--- src/rtl/matmul_sequencer.sv ---
// 2x2 matmul sequencer: walks entry_out 0..7, multiplies and accumulates element pairs into a packed result.
// Latency: 8 cycles from start to a one-cycle done pulse. No backpressure: start is ignored while busy.
// Optional abort input enabled by defining MATMUL_ABORT_EN.
module matmul_sequencer #(
    parameter int ELEM_W = 3,
    parameter int RES_W  = 7
) (
    input  logic                 clk,
    input  logic                 reset,
    input  logic                 start,
`ifdef MATMUL_ABORT_EN
    input  logic                 abort,
`endif
    input  logic [ELEM_W-1:0]    element_a,
    input  logic [ELEM_W-1:0]    element_b,
    output logic [3:0]           entry_out,
    output logic                 busy,
    output logic                 done,
    output logic [4*RES_W-1:0]   result
);

    typedef enum logic [1:0] {IDLE, RUN, DONE} state_t;

    localparam logic [3:0] ENTRY_IDLE = 4'd8;

    state_t                  state_q, state_d;
    logic [3:0]              entry_q, entry_d;
    logic                    busy_q, busy_d;
    logic                    done_q, done_d;
    logic [RES_W-1:0]        acc_q, acc_d;
    logic [2:0][RES_W-1:0]   part_q, part_d;
    logic [4*RES_W-1:0]      result_q, result_d;

    logic [RES_W-1:0]        prod;
    logic [RES_W-1:0]        sum;
    logic                    abort_req;

`ifdef MATMUL_ABORT_EN
    assign abort_req = abort;
`else
    assign abort_req = 1'b0;
`endif

    // Elements present now belong to the index issued on the previous edge, i.e. entry_q.
    assign prod = RES_W'(element_a) * RES_W'(element_b);
    assign sum  = acc_q + prod;

    always_comb begin
        state_d  = state_q;
        entry_d  = entry_q;
        busy_d   = busy_q;
        done_d   = 1'b0;
        acc_d    = acc_q;
        part_d   = part_q;
        result_d = result_q;
        case (state_q)
            IDLE, DONE: begin
                if (start) begin
                    state_d = RUN;
                    entry_d = 4'd0;
                    busy_d  = 1'b1;
                end else begin
                    state_d = IDLE;
                end
            end
            RUN: begin
                if (abort_req) begin
                    state_d = IDLE;
                    entry_d = ENTRY_IDLE;
                    busy_d  = 1'b0;
                end else begin
                    entry_d = entry_q + 4'd1;
                    if (!entry_q[0]) begin
                        acc_d = prod;
                    end else if (entry_q == 4'd7) begin
                        result_d = {sum, part_q[2], part_q[1], part_q[0]};
                        entry_d  = ENTRY_IDLE;
                        busy_d   = 1'b0;
                        done_d   = 1'b1;
                        state_d  = DONE;
                    end else begin
                        case (entry_q[2:1])
                            2'd0:    part_d[0] = sum;
                            2'd1:    part_d[1] = sum;
                            2'd2:    part_d[2] = sum;
                            default: ;
                        endcase
                    end
                end
            end
            default: begin
                state_d = IDLE;
                entry_d = ENTRY_IDLE;
                busy_d  = 1'b0;
            end
        endcase
    end

    always_ff @(posedge clk) begin
        if (reset) begin
            state_q  <= IDLE;
            entry_q  <= ENTRY_IDLE;
            busy_q   <= 1'b0;
            done_q   <= 1'b0;
            acc_q    <= '0;
            part_q   <= '0;
            result_q <= '0;
        end else begin
            state_q  <= state_d;
            entry_q  <= entry_d;
            busy_q   <= busy_d;
            done_q   <= done_d;
            acc_q    <= acc_d;
            part_q   <= part_d;
            result_q <= result_d;
        end
    end

    assign entry_out = entry_q;
    assign busy      = busy_q;
    assign done      = done_q;
    assign result    = result_q;

endmodule

--- config.mk ---
export PLATFORM = sky130hd
export DESIGN_NAME = matmul_sequencer
export DESIGN_NICKNAME = d
export VERILOG_FILES = /design/src/rtl/matmul_sequencer.sv
export SDC_FILE = /design/constraint.sdc
export NUM_CORES = 1
export LEC_CHECK = 0
export BUFFER_PORTS_ARGS = -buffer_cell sky130_fd_sc_hd__buf_2
export CAP_MARGIN = 0
export CORE_UTILIZATION = 58
export CTS_BUF_LIST = sky130_fd_sc_hd__clkbuf_8
export CTS_CLUSTER_DIAMETER = 30
export DETAILED_ROUTE_END_ITERATION = 16
export GPL_ROUTABILITY_DRIVEN = 0
export HOLD_SLACK_MARGIN = 0.02
export PLACE_DENSITY_LB_ADDON = 0.1
export SLEW_MARGIN = 20
export SYNTH_ARGS = -nofsm -noshare
export SYNTH_HDL_FRONTEND = slang
export SYNTH_SLANG_ARGS = --single-unit
--- constraint.sdc ---
create_clock -name clk -period 4 [get_ports clk]
set_input_delay 0.2 -clock clk [delete_from_list [all_inputs] [get_ports clk]]
set_output_delay 0.2 -clock clk [all_outputs]
set_load 0.01 [all_outputs]
=== Word level (Yosys, flattened, before mapping) ===
Cells that the tools add are included.

* Reductions and logical operators: 11
* Bitwise gates (word level): 3
* Equal/unequal tests: 8
* Add/sub/neg operators: 2
* Multipliers: 1
* Muxes and demuxes: 13

{| class="wikitable"
|+ Operators by type and width
! kind !! number
|-
| $mux 4 || 3
|-
| $reduce_and 4->1 || 3
|-
| $pmux 4 s2 || 1
|-
| $add 6x6->7 || 1
|-
| $mul 3x3->6 || 1
|-
| $ne 2x2->1 const B || 3
|-
| $reduce_and 3->1 || 2
|-
| $mux 1 || 5
|-
| $add 4x1->4 const B || 1
|-
| $eq 2x1->1 const B || 2
|-
| $eq 2x2->1 const B || 2
|-
| $eq 4x3->1 const B || 1
|-
| $logic_not 2->1 || 2
|-
| $mux 2 || 2
|-
| $pmux 2 s2 || 1
|-
| $reduce_and 2->1 || 2
|-
| $not 1->1 || 3
|-
| $reduce_or 3->1 || 1
|-
| $pmux 1 s2 || 1
|-
| $reduce_or 2->1 || 1
|}

* Output and inout bits: 34
* Input bits: 9
* Flip-flop bits (word level): 63

=== Logic depth before layout (Yosys ltp) ===
* Word-level depth: 4
* Depth in mapped cells: 12
* Mapped depth without buffers: 12

=== Worst setup path after synthesis ===
Ideal clock, no wire load.

* Path kind: in2reg
* From: input element_b[2]
* To: register part_q[19] (netlist name)
* Arrival: 2795 ps
* Path slack: 1141 ps
* Data required time: 3936 ps
* Stages: 12
* Path buffers: 0
* Library setup time: 64 ps
* Path through: nand2_1 fa_1 inv_1 ha_1 inv_1 fa_1 inv_1 ha_1 and3_1 a221o_1 or3b_1 nand4_1

* Longest elaborated chain between the ends: 2

{| class="wikitable"
|+ Ends and longest elaborated chain
! what !! line !! RTL
|-
| start: declaration || 15 || <nowiki>input logic [ELEM_W-1:0] element_b,</nowiki>
|-
| $mul 3x3->6 || 45 || <nowiki>assign prod = RES_W'(element_a) * RES_W'(element_b);</nowiki>
|-
| via prod[3] || 34 || <nowiki>logic [RES_W-1:0] prod;</nowiki>
|-
| $add 6x6->7 || 46 || <nowiki>assign sum = acc_q + prod;</nowiki>
|-
| end signal: assignment || 114 || <nowiki>part_q <= part_d;</nowiki>
|-
| end: declaration || 31 || <nowiki>logic [2:0][RES_W-1:0] part_q, part_d;</nowiki>
|}

The timed path passes the listed nets, and every way through them passes these cells.
A chain may end at the register's enable or synchronous reset.

=== Worst setup path in the final report ===
* From: input element_a[0]
* To: register part_q[19] (netlist name)

* Longest elaborated chain between the ends: 2

{| class="wikitable"
|+ Ends and longest elaborated chain
! what !! line !! RTL
|-
| start: declaration || 14 || <nowiki>input logic [ELEM_W-1:0] element_a,</nowiki>
|-
| $mul 3x3->6 || 45 ||
|-
| via prod[4] || 34 ||
|-
| $add 6x6->7 || 46 ||
|}

The timed path passes the listed nets, and every way through them passes these cells.

==> flow_summary.json <==
{
  "max_slew_margin_pct": 33.5,
  "dieArea_um2": 5070,
  "p_per_area_nw_per_um2": 432,
  "cts_buffers": 9,
  "cts_setup_buffers": 0,
  "finalWirelength_um": 5850,
  "fin_nets": 387,
  "cts-root-buf": "clkbuf_8",
  "tightest_slew_ns": 0.997,
  "rows": 24,
  "synth_cells": 326,
  "synth_top_cell_area_share_pct": 45.4,
  "cts_tree": "built",
  "die_w_um": 71.2,
  "synth_edf_count": 0,
  "area_growth_pct": 15.1,
  "critPathCaptureType": "flop",
  "grt_pass1_vias": 2138,
  "seq_area_frac_synth_pct": 45.4,
  "core_area_um2": 4470,
  "grt_antenna_before_repair": 0,
  "drc": 0,
  "finalHoldViolCount": 0,
  "rsz0062_at_grt": "no",
  "period_needed_ns": 2.81,
  "synth.area.mux_share_pct": 1.98,
  "dr.pass1.iters": 5,
  "vias_per_cell": 5.46,
  "io_pins": 43,
  "critPathRequiredTime_ns": 4.27,
  "dr_total_vias": 2293,
  "rr_endpoint": "result[27]",
  "max_stage_delay_ns": 0.47,
  "grt_max_degree": 62,
  "htree_levels": 3,
  "start_kind": "input port",
  "postPlaceCellArea_um2": 2980,
  "start_util_pct": 62.1,
  "port-buffer-count": 42,
  "nFillCells": 386,
  "synthesis.area_um2": 2780,
  "min_path_type": "input port to flop",
  "chipHeight_um": 71.2,
  "synth_area_leaders": "dfxtp_1, nand2_1, a21oi_1",
  "clock-sinks": 63,
  "clk_path_buf_depth": 2,
  "ys_warn_count": 0,
  "wl_per_cell_um": 13.9,
  "setup_violations": 0,
  "ant_nets": 0,
  "finalMaxSlewViolations": 0,
  "antenna_cells": 0,
  "holdCritStartpoint": "start",
  "ys_ff_latch": 63,
  "clk_pin_slew_ns": 0.07,
  "stdcell_area_um2": 3200,
  "drv_cap": 0,
  "placed_cells": 404,
  "synth-adder-area-share_pct": 7.56,
  "reg2reg_from": "entry_out[0]",
  "postSynth.topFlopCell": "dfxtp_1",
  "grt_pass1_wl_um": 9700,
  "drt_iter0_markers": 161,
  "peakVddDrop_mv": 0.285,
  "min_to": "busy",
  "synth_top_family_by_area": "simple AND/OR/NAND/NOR gates",
  "r2r_cells": 6,
  "synth_area_leader_cell": "dfxtp_1",
  "cp_slowest_cell": "fa_1",
  "cts_resized": 0,
  "synth.distinct_cells": 46,
  "async_reset_ff_share_pct": 0,
  "p_leak_nw": 1.34,
  "fin_crit_sh_pct": 70.4,
  "ctsHoldBuffers": 0,
  "setup_tns_ns": 0,
  "syn-num-nets": 350,
  "dpl.hpwl_um": 4050,
  "seqCellArea_um2": 1260,
  "critPathMaxFanout": 8,
  "r2r_slack_ns": 1.45,
  "cp_data_arrival_time_ns": 3.09,
  "avgSynthCellArea_um2": 8.53,
  "clk_latency_ns": 0.33,
  "outcome": "complete, no violations",
  "critPathKind": "input port to flop",
  "max_clock_freq_mhz": 355,
  "synthXorXnorAreaFrac_pct": 0.945,
  "whs_path_depth": 3,
  "skew_ns": 0.00720,
  "path_cells": "buf_2 -> nand2_1 -> fa_1 -> inv_1 -> ha_1 -> inv_1 -> fa_1 -> xnor2_1 -> ha_1 -> and3_1 -> a221o_1 -> or3b_1 -> nand4_1",
  "layout.cells.non_filler": 420,
  "drive_gt1_share_pct": 18.2,
  "utilization_pct": 71.5,
  "multiInputGateArea_um2": 1400,
  "overflow": 0,
  "yosys.area_share.simple_pct": 22.9,
  "synth_compound_area_share_pct": 17.1,
  "grt_use_total_pct": 24.7
}
==> how the worst max path moves through the flow <==
stage | startpoint | endpoint | slack (ns) | depth (start not counted)
floorplan | element_b[2] | part_q[19] | 1.14 | 12
global placement | element_b[2] | part_q[19] | 0.95 | 13
detailed placement | element_b[2] | part_q[19] | 0.84 | 13
CTS | element_b[2] | part_q[19] | 1.18 | 13
global route | element_b[2] | part_q[19] | 0.97 | 13
finish | element_a[0] | part_q[19] | 1.19 | 13
==> cells in the final DEF (no fill, tap or decap), types with 6 or more instances in the layout <==
cell      Yosys  final
nor2_1       26     26
a211oi_1     10     10
a21oi_1      43     43
nand2_1      71     71
buf_2         1     42
dfxtp_1      63     63
and2_1        6      6
inv_1         7      7
nand3_1      12     12
clkbuf_8      0     10
ha_1         12     12
o21ai_0       6      6
==> logic make-up after synthesis <==
family | after synthesis
AO/OA/AOI/OAI | 75
AND/OR/NAND/NOR | 140
multiplexers | 5
flip-flops | 63
adder cells (fa/ha/maj) | 15
buffers and inverters | 25
XOR/XNOR | 3
==> per-stage QoR <==
stage          hold slack [ns]  power, mW  worst slack (ns)
5_1_grt                  0.194       1.43             0.973
3_5_place_dp             0.443      0.782             0.844
6_report                 0.161       1.38              1.19
4_1_cts                  0.155       1.39              1.18
3_3_place_gp             0.439      0.777             0.951
2_1_floorplan            0.372      0.749              1.14
==> synth_stat cells (2+ instances only) <==
| library cell | n |
|---|---|
| and2_1 | 6 |
| o21ai_0 | 6 |
| nand2b_1 | 4 |
| nor2_1 | 26 |
| a21oi_1 | 43 |
| buf_6 | 2 |
| mux2i_1 | 4 |
| ha_1 | 12 |
| buf_4 | 2 |
| nor3_1 | 2 |
| inv_1 | 7 |
| nand3_1 | 12 |
| nor2b_1 | 3 |
| fa_1 | 3 |
| a21o_1 | 4 |
| a211o_1 | 2 |
| and3_1 | 2 |
| o21bai_1 | 2 |
| nand4_1 | 2 |
| or3b_2 | 2 |
| dfxtp_1 | 63 |
| xnor2_1 | 2 |
| nand2_1 | 71 |
| clkbuf_1 | 12 |
| or2_1 | 2 |
| a211oi_1 | 10 |
==> flip-flops by register name (all words and copies together) (netlist names) <==
register / flops
busy: 1
acc_q: 6
state_q: 2
part_q: 21
entry_out: 4
result: 28
done: 1
==> power breakdown <==
group,switching (mW),internal [mW]
Combinational,0.0787,0.0449
Clock,0.247,0.366
Sequential,0.0101,0.636
Total,0.336,1.05
==> worst max-delay path: cells and delay by family <==
family | cells | cell delay [ns]
simple gates | 4 | 0.73
fa+ha+maj | 4 | 1.32
buf+inv | 3 | 0.22
compound gates | 1 | 0.41
xor+xnor | 1 | 0.20
==> cell type report <==
class | instances | share of cell area [%]
Clock buffer | 10 | 4.30
Clock inverter | 6 | 2.62
Inverter | 7 | 0.821
Multi-Input combinational cell | 238 | 43.8
Sequential cell | 63 | 39.4
Tap cell | 52 | 2.03
Timing Repair Buffer | 44 | 7.04
==> routing by layer <==
layer  wire length, um  part of all wire [%]  track usage [%]
met1              2690                    46             30.5
met2              2780                    47             40.0
met3               348                   5.9             6.19
met4                36                  0.62             13.1
met5                 0                     0                0
Power figures use the tool's default switching activity.
